--- src/rtl/fifo_wr_arb.sv ---
// Round-robin arbiter granting NUM_REQ requesters bursts of up to BURST_LEN words on one FIFO write port.
// Optional macro FIFO_ARB_PRIO_EN gives requester 0 absolute priority at every IDLE arbitration.
module fifo_wr_arb #(
  parameter int NUM_REQ    = 4,
  parameter int DATA_WIDTH = 8,
  parameter int BURST_LEN  = 4
) (
  input  logic                          CLK,
  input  logic                          RST,
  input  logic [NUM_REQ-1:0]            REQ,
  input  logic [NUM_REQ*DATA_WIDTH-1:0] REQ_DATA,
  input  logic                          FULL,
  output logic                          W_INC,
  output logic [DATA_WIDTH-1:0]         WR_DATA,
  output logic [NUM_REQ-1:0]            GNT,
  output logic [NUM_REQ-1:0]            ACK,
  output logic                          BUSY,
  output logic                          DBG_STATE
);

  localparam int            IW        = (NUM_REQ > 1) ? $clog2(NUM_REQ) : 1;
  localparam logic [IW-1:0] LAST_IDX  = IW'(NUM_REQ - 1);
  localparam logic [3:0]    LAST_BEAT = 4'(BURST_LEN - 1);

  typedef enum logic {
    S_IDLE  = 1'b0,
    S_BURST = 1'b1
  } state_t;

  state_t               state_q;
  logic [NUM_REQ-1:0]   gnt_q;
  logic [3:0]           cnt_q;
  logic [IW-1:0]        last_q;

  logic [NUM_REQ-1:0]   req_m;
  logic [IW-1:0]        cand;
  logic [IW-1:0]        last_d;
  logic [NUM_REQ-1:0]   gnt_d;
  logic                 win_found;
  logic                 owner_req;
  logic                 w_inc;

  // Round-robin search begins one past the last granted index and wraps.
  always_comb begin
    req_m = REQ;
`ifdef FIFO_ARB_PRIO_EN
    req_m[0] = 1'b0;
`endif
    cand      = last_q;
    last_d    = last_q;
    win_found = 1'b0;
    for (int i = 0; i < NUM_REQ; i++) begin
      cand = (cand == LAST_IDX) ? '0 : cand + 1'b1;
      if (!win_found && req_m[cand]) begin
        win_found = 1'b1;
        last_d    = cand;
      end
    end
`ifdef FIFO_ARB_PRIO_EN
    if (REQ[0]) begin
      win_found = 1'b1;
      last_d    = '0;
    end
`endif
    gnt_d = NUM_REQ'(1) << last_d;
  end

  assign owner_req = |(REQ & gnt_q);
  assign w_inc     = (state_q == S_BURST) && owner_req && !FULL;

  always_ff @(posedge CLK or posedge RST) begin
    if (RST) begin
      state_q <= S_IDLE;
      gnt_q   <= '0;
      cnt_q   <= '0;
      last_q  <= LAST_IDX;
    end else begin
      case (state_q)
        S_IDLE: begin
          if (win_found) begin
            state_q <= S_BURST;
            gnt_q   <= gnt_d;
            cnt_q   <= '0;
            last_q  <= last_d;
          end
        end
        S_BURST: begin
          // A dropped request ends the burst even while FULL stalls it.
          if (!owner_req || (w_inc && (cnt_q == LAST_BEAT))) begin
            state_q <= S_IDLE;
            gnt_q   <= '0;
            cnt_q   <= '0;
          end else if (w_inc) begin
            cnt_q <= cnt_q + 4'd1;
          end
        end
        default: begin
          state_q <= S_IDLE;
          gnt_q   <= '0;
          cnt_q   <= '0;
        end
      endcase
    end
  end

  // Grant is all-zero in IDLE, so the data mux naturally yields zero there.
  always_comb begin
    WR_DATA = '0;
    for (int i = 0; i < NUM_REQ; i++) begin
      if (gnt_q[i]) WR_DATA = WR_DATA | REQ_DATA[i*DATA_WIDTH +: DATA_WIDTH];
    end
  end

  assign W_INC     = w_inc;
  assign GNT       = gnt_q;
  assign ACK       = gnt_q & {NUM_REQ{w_inc}};
  assign BUSY      = (state_q == S_BURST);
  assign DBG_STATE = state_q;

endmodule

--- config.mk ---
export PLATFORM = sky130hd
export DESIGN_NAME = fifo_wr_arb
export DESIGN_NICKNAME = d
export VERILOG_FILES = /design/src/rtl/fifo_wr_arb.sv
export SDC_FILE = /design/constraint.sdc
export NUM_CORES = 1
export LEC_CHECK = 0
export ABC_AREA = 1
export CELL_PAD_IN_SITES_DETAIL_PLACEMENT = 1
export CELL_PAD_IN_SITES_GLOBAL_PLACEMENT = 2
export CORE_AREA = 2 2 83 93
export CTS_CLUSTER_SIZE = 20
export DETAILED_ROUTE_END_ITERATION = 16
export DIE_AREA = 0 0 85 95
export PLACE_DENSITY = 0.71
export SYNTH_ARGS = -nofsm -noshare
export SYNTH_HDL_FRONTEND = slang
export SYNTH_SLANG_ARGS = --single-unit
export TNS_END_PERCENT = 1
--- constraint.sdc ---
create_clock -name CLK -period 1.8 [get_ports CLK]
set_clock_uncertainty 0.1 [all_clocks]
set_input_delay 0.36 -clock CLK [delete_from_list [all_inputs] [get_ports CLK]]
set_output_delay 0.36 -clock CLK [all_outputs]
set_load 0.02 [all_outputs]
# Word level (Yosys, flattened, before mapping)
# Cells that the tools add are included.
[totals]
reg_bits = 11
output_inout_bits = 19
word_cells = 78
[op_classes]
reduce_logical = 16
mux = 34
n_eq_ne = 8
bitwise_logic = 6
n_lt_le_gt_ge = 4
n_addsub = 5
shift = 1
[ops]
columns = ["cell", "count"]
rows = [
  ["8-bit 2-to-1 mux", 4],
  ["8-bit bitwise OR", 3],
  ["4-bit 2-to-1 mux", 5],
  ["2-bit 2-to-1 mux", 8],
  ["4-bit one-hot mux with 2 select lines", 2],
  ["2-bit by 3-bit less-than comparator with 1-bit output, second input constant", 4],
  ["1-bit 2-to-1 mux", 10],
  ["2-bit by 1-bit adder with 2-bit output, second input constant", 4],
  ["4-bit bitwise AND", 2],
  ["1-bit binary-select mux with 2-bit select", 4],
  ["2-bit == test, second input constant", 4],
  ["1-bit logical AND", 6],
  ["2-bit AND reduction", 3],
  ["1-bit logical NOT", 5],
  ["4-bit by 1-bit adder with 4-bit output, second input constant", 1],
  ["4-bit by 2-bit == test with 1-bit output, second input constant", 1],
  ["4-bit OR reduction", 1],
  ["1-bit by 2-bit left shift with 4-bit output, first input constant", 1],
  ["3-bit by 1-bit inequality test with 1-bit output, second input constant", 1],
  ["2-bit by 1-bit inequality test with 1-bit output, second input constant", 1],
  ["2-bit inequality test, second input constant", 1],
  ["1-bit one-hot mux with 2 select lines", 1],
  ["1-bit logical OR", 1],
  ["1-bit inverter", 1],
]

# Logic depth before layout (Yosys ltp)
[logic_depth]
word_depth = 17
mapped_depth = 14
ltp_nobuf = 14

# Least setup slack after synthesis
# OpenSTA, ideal clock, no wires.
[synth_path]
path_type = "register to output"
startpoint = "reg gnt_q[0] (netlist: GNT[0])"
endpoint = "out ACK[0]"
t_arrival_ps = 1867
path_slack_ps = -527
path_buffers = 1
path_stages_with_launch = 10
required_time_ps = 1340
cell_sequence = "dfrtp_1 > buf_2 > inv_1 > o22ai_1 > nor2_1 > nor2_1 > inv_1 > nor2_1 > inv_1 > nor2_1"
[synth_via]
elab_chain_cells = 5
[synth_lines]
columns = ["element", "line", "rtl"]
rows = [
  ["start: declaration", "31", "logic [NUM_REQ-1:0] gnt_q;"],
  ["start signal: assignment", "82", "gnt_q <= gnt_d;"],
  ["4-bit bitwise AND", "68", "assign owner_req = |(REQ & gnt_q);"],
  ["4-bit OR reduction", "68", ""],
  ["1-bit logical AND (2 in a row)", "69", "assign w_inc = (state_q == S_BURST) && owner_req && !FULL;"],
  ["named net W_INC", "13", "output logic W_INC,"],
  ["4-bit bitwise AND", "116", "assign ACK = gnt_q & {NUM_REQ{w_inc}};"],
  ["end: declaration", "16", "output logic [NUM_REQ-1:0] ACK,"],
]
# The timed path passes the listed nets, and every way through them passes these cells.

# Final worst setup path
[layout_path]
startpoint = "reg last_q[0]"
endpoint = "reg gnt_q[2] (netlist: GNT[2])"
[layout_via]
elab_chain_cells = 17
[layout_lines]
columns = ["element", "line", "rtl"]
rows = [
  ["start: declaration", "33", "logic [IW-1:0] last_q;"],
  ["start signal: assignment", "84", "last_q <= last_d;"],
  ["parallel branches: the longest is 17 deep, another holds 2-bit by 1-bit adder with 2-bit output", "-", ""],
]
# Parallel ways; which one is timed is not known. The select of a mux whose other input is x is not followed.
# A chain may end at the register's enable or synchronous reset.

==> run metrics <==
number of hold violations in the final report 0; die area 8080 um2; number of global-route vias before repair between 1500 and 2000; WP data arrival 2.02 ns; number of nets in the final layout 355; CP required 1.82 ns; Synth Warn # 0; number of buffers created by CTS 3; post-DR vias/cell 4.11; total vias in the final route ~1600; main flop type after synthesis dfrtp_1; total power per unit cell area 1870 nW/um2; Worst Setup Slack, final -0.201 ns; post-route cell area 2470 um2; Crit Reg-Reg Startpoint last_q[0]$_DFFE_PP1P_; top library cells by usage in the layout, fill and taps aside nand2_1, buf_4, clkdlybuf4s50_1; Area after DPL 2320 um2; All-Layer GR Usage 12.4%; final slew viol count 0; wire length per cell after detailed routing between 10 and 15 um; placeable core region 7230 um2; static leakage ~1.2 nW; Net Count, Synth 249; mean instance size in the synthesized netlist approximately 6.3 um2; reg-to-reg slack, setup -0.20 ns; minimum setup slack after placement -0.957 ns; number of DRC violations after detailed-routing iteration 0 28; die boundary height 95 um; Slowest Stage Delay on Critical Path 0.57 ns; critical setup path kind reg2reg; setup repair after global routing missed its margin yes; total iterations of the first detailed-routing run 4; fraction of the cycle the final worst path needs 111%; number of routed nets with antenna violations 0; endpoint type of the worst setup path flip-flop; clock sinks 11; fraction of layout instances using a drive strength above 1 41.2%; Fillers approximately 900; Cell Area, Synth about 1300 um2; input/output buffers 57; most common library cell in the layout ignoring fill and taps nand2_1; number of distinct library cell variants in the gate-level netlist after synthesis 29; top-level port count 58; Max-Cap Viols 0; minimum clock period 2.00 ns; top cell family by delay on the critical path simple AND/OR/NAND/NOR gates; RD Place Congestion 0.760; crit-path max FO 5; num rows 33; maximum buffer depth of the clock tree 2; Worst Hold Class in2async; worst-path cell with the longest stage delay dfstp_2; total half-perimeter wirelength after legalization and detailed placement 4100 um; RR Endpoint GNT[2]$_DFFE_PP0P_; clock tree from TritonCTS built; Syn-to-layout area delta 88.4%; clock-pin slew reported for the worst setup and hold paths after clock tree synthesis 0.05 ns; leftover overflow at the end of global routing 0; ordered cell list for the critical path ha_4 > buf_4 > nand2_4 > nand2_4 > o21ai_4 > nand3_4 > nand3_1 > nand2_2 > nand3_1 > nand2_1; Inserted Diodes 0; highest clock rate between 400 and 500 MHz; element type at the critical path start flip-flop; final count of negative-setup-slack endpoints 16; actual slew at the worst max-slew pin 0.440 ns; worst ir drop on vdd 0.559 mV; root cell of the clock tree clkbuf_8; pin count of the biggest net entering global routing 12; synthesized flop and latch total 11; FF-to-FF path depth 10; antenna violations before repair 0; async set-or-reset flop fraction in the synthesized netlist 100%; wire length of the first global-routing pass 8030 um; sequential cell area fraction in the yosys report 21.2%; starting density of the core 18.1%; outcome finished with violations; synthesized instance count 208; failing checks setup timing; Worst-Skew Late Latency approximately 0.24 ns; horizontal die dimension 85 um; worst slew margin relative to its limit 70.7%; DRC violation count after routing 0; final routed wirelength across all metal layers 5050 um; Crit path buffers/inverters 1; EDFF count, synth 0; H-tree lvl count 1
[how the worst max path moves through the flow]
stage / from / to / depth (start not counted)
after floorplan: GNT[3]$_DFFE_PP0P_ / ACK[0] / 9
after global placement: REQ[3] / ACK[0] / 10
after detailed placement: REQ[3] / ACK[0] / 10
after CTS: last_q[0]$_DFFE_PP1P_ / GNT[0]$_DFFE_PP0P_ / 11
after global routing: last_q[0]$_DFFE_PP1P_ / GNT[1]$_DFFE_PP0P_ / 12
final: last_q[0]$_DFFE_PP1P_ / GNT[2]$_DFFE_PP0P_ / 10
[logic make-up (layout without fill, tap and decap cells)]
family	after synthesis	after routing	share of synthesized area [%]
simple gates	149	149	57.5
buf+inv	31	136	10.7
compound gates	14	14	8.03
flops	11	11	21.2
fa+ha+maj	2	2	1.91
xor+xnor	1	1	0.669
[power by group]
part	total, W	internal, W	switching (W)
sequential	0.000423	0.000357	0.0000656
combinational	0.00394	0.00167	0.00227
clock	0.000247	0.000155	0.0000917
[state kept, by name, indices dropped and copies added, names as in the netlist]
| signal | cells |
|---|---|
| GNT | 4 |
| cnt_q | 4 |
| last_q | 2 |
| BUSY | 1 |
[synth_stat cells, types with 2 or more instances]
cell	n	area [um2]
nand2_4	8	90.1
nand3_4	2	35.0
o21ai_2	4	35.0
nand4_1	8	50.1
a21oi_1	3	15.0
nand2_1	93	349
dfstp_2	2	52.6
o21ai_1	2	10.0
inv_2	4	15.0
nor2_1	13	48.8
nand3_1	18	90.1
dfrtp_1	9	225
buf_2	4	20.0
o22ai_1	2	12.5
nor2_8	2	40.0
inv_1	20	75.1
ha_1	2	25.0
[stage by stage]
| step | utilization [%] | setup TNS, ns | hold WS [ns] | cells | total power (W) |
|---|---|---|---|---|---|
| global placement | 32.1 | -10.47 | 0.399 | 384 | 0.00413 |
| floorplan | - | -1.21 | 0.111 | 208 | 0.00278 |
| global route | 34.1 | -4.50 | 0.360 | 400 | 0.00508 |
| finish | 34.1 | -2.77 | 0.320 | 400 | 0.00461 |
| CTS | 34.0 | -3.14 | 0.333 | 399 | 0.00456 |
| detailed placement | 32.1 | -10.93 | 0.405 | 384 | 0.00416 |
[per-layer routing]
layer | part of all wire, % | track usage [%] | vias up
li1 | - | - | 864
met1 | 46 | 17.3 | 758
met2 | 51 | 21.2 | 20
met3 | 3.0 | 1.92 | 0
met4 | 0 | 0.794 | 0
met5 | 0 | 0 | -
[final cells by class]
| type | count | area (um2) | area share, % |
|---|---|---|---|
| tap | 87 | 109 | 4.41 |
| timing repair buffer | 107 | 908 | 36.8 |
| sequential | 11 | 283 | 11.5 |
| inverter | 25 | 111 | 4.52 |
| multi-input combinational | 166 | 1010 | 40.9 |
| clock buffer | 4 | 45.0 | 1.83 |
[what timing repair did]
item,in CTS,in global routing
gates cloned,0,0
gates resized for setup,59,28
endpoints found under the setup margin,30,24
setup buffers,11,1
hold buffers,0,0
pin swaps,6,9
Power figures use the tool's default switching activity.
==> RTL edit (same settings) <==
The parameter `DATA_WIDTH` goes from 8 to 6.
--- a/src/rtl/fifo_wr_arb.sv
+++ b/src/rtl/fifo_wr_arb.sv
@@ -2,7 +2,7 @@
 // Optional macro FIFO_ARB_PRIO_EN gives requester 0 absolute priority at every IDLE arbitration.
 module fifo_wr_arb #(
   parameter int NUM_REQ    = 4,
-  parameter int DATA_WIDTH = 8,
+  parameter int DATA_WIDTH = 6,
   parameter int BURST_LEN  = 4
 ) (
   input  logic                          CLK,
Ports: changed (resized REQ_DATA and WR_DATA); port bits go from 58 to 48. The function was not compared with the original's and may differ.
==> RTL edit against the original RTL <==
- largest power group unchanged
- sequential cell count unchanged
- synthesized cell count decreased by 4.8%
- maximum frequency decreased by 1.0%
- final area decreased by 3.3%
- cell count decreased by 6.3%
- area after synthesis decreased by 3.5%
- total power increased by 3.6%
- the run still ends with negative setup slack left
- highest routed layer is now met4
- critical path type unchanged
- worst setup slack got worse by 0.020 ns
- wire length decreased by 6.1%
==> RTL edit: results (changes against the original RTL) <==
status=complete, but fails checks; failing checks=negative setup slack; dpl cell area=0.00215 mm2 (-7.4%); post-synthesis sequential area ratio=0.220 (+0.00778); Plain + repair buffers=92 (-14%); Filler cells=879 (-2.2%); Leakage=1.14 nW (-4.6%); detailed placement HPWL=3.87 mm (-5.7%); Worst Path Arrival=2.09 ns (+0.07 ns); Yosys cell types=30 (+3.4%); area occupied by multi-input gates=0.00101 mm2 (-0.37%); Critical R2R Capture=cnt_q[2]; GR Util All Layers=0.126 (+0.00209); Seq/total area=0.119 (+0.00397); comb_multi_in=156 (-6.0%); clk tree area frac=0.0189 (+0.000633); total routed wirelength=4.74 mm (-6.1%); Nets=322 (-9.3%); Synth area leaders=nand2_1, dfrtp_1, nand3_1; Finish-stage setup viols=16 (unchanged); Slew Limit Headroom=0.688 (-0.0191); Crit Path Max Fanout=8 (+3); post-DR vias/cell=4.26 (+3.7%); final core occ=0.330 (-0.0114); met3 usage=0.0114 (-0.00787); setup ws final=-0.222 ns (-0.0203 ns); most frequent cells after synthesis=nand2_1, inv_1, nand3_1
## RTL edit: changes by cell type after synthesis, sizes merged
cell / delta
buf: -3
nand2: -8
clkbuf: +3
nand4: -2
## RTL edit: per-layer routing
layer	vias up	share of wire
met5	-	0
met4	0	0.010
met3	4	0.027
met2	24	0.54
met1	764	0.42
li1	804	-
## RTL edit: timing repair
item	CTS	global route
pin swaps	18	14
gates resized for setup	60	28
gates cloned	0	0
setup endpoints to repair	27	22
hold endpoints to repair	0	0
buffers inserted	10	1
## RTL edit: cell families after synthesis
kind of cell / Yosys count / share of synthesized area
adders and majority gates: 2 / 0.0198
and+or+nand+nor: 139 / 0.562
DFF: 11 / 0.220
xor gates and xnor gates: 1 / 0.00694
buffers and inverters: 31 / 0.108
AOI/OAI and AO/OA: 14 / 0.0833
## RTL edit: how the worst max path moves through the flow
stage	endpoint	slack [ns]	cells after the start	start
after floorplan	ACK[0]	-0.12	9	GNT[0]
after global placement	ACK[0]	-0.92	10	REQ[3]
after detailed placement	ACK[0]	-0.97	10	REQ[3]
after CTS	cnt_q[2]	-0.29	12	last_q[0]
after global routing	cnt_q[2]	-0.34	12	last_q[0]
final	cnt_q[2]	-0.22	11	last_q[0]
## RTL edit: power by group
| group | internal, mW | switching, mW | total, mW | leakage (nW) |
|---|---|---|---|---|
| Combinational | 1.77 | 2.33 | 4.11 | 0.983 |
| Clock | 0.156 | 0.0936 | 0.249 | 0.0228 |
| Sequential | 0.357 | 0.0677 | 0.425 | 0.136 |
| Total | 2.29 | 2.50 | 4.78 | 1.14 |
## RTL edit: worst max-delay path, delay by kind of cell, from the launching register on
family          cells  cell delay [ns]
simple gates        8             0.82
flops               1             0.58
fa+ha+maj           1             0.26
buf+inv             1             0.13
compound gates      1             0.05
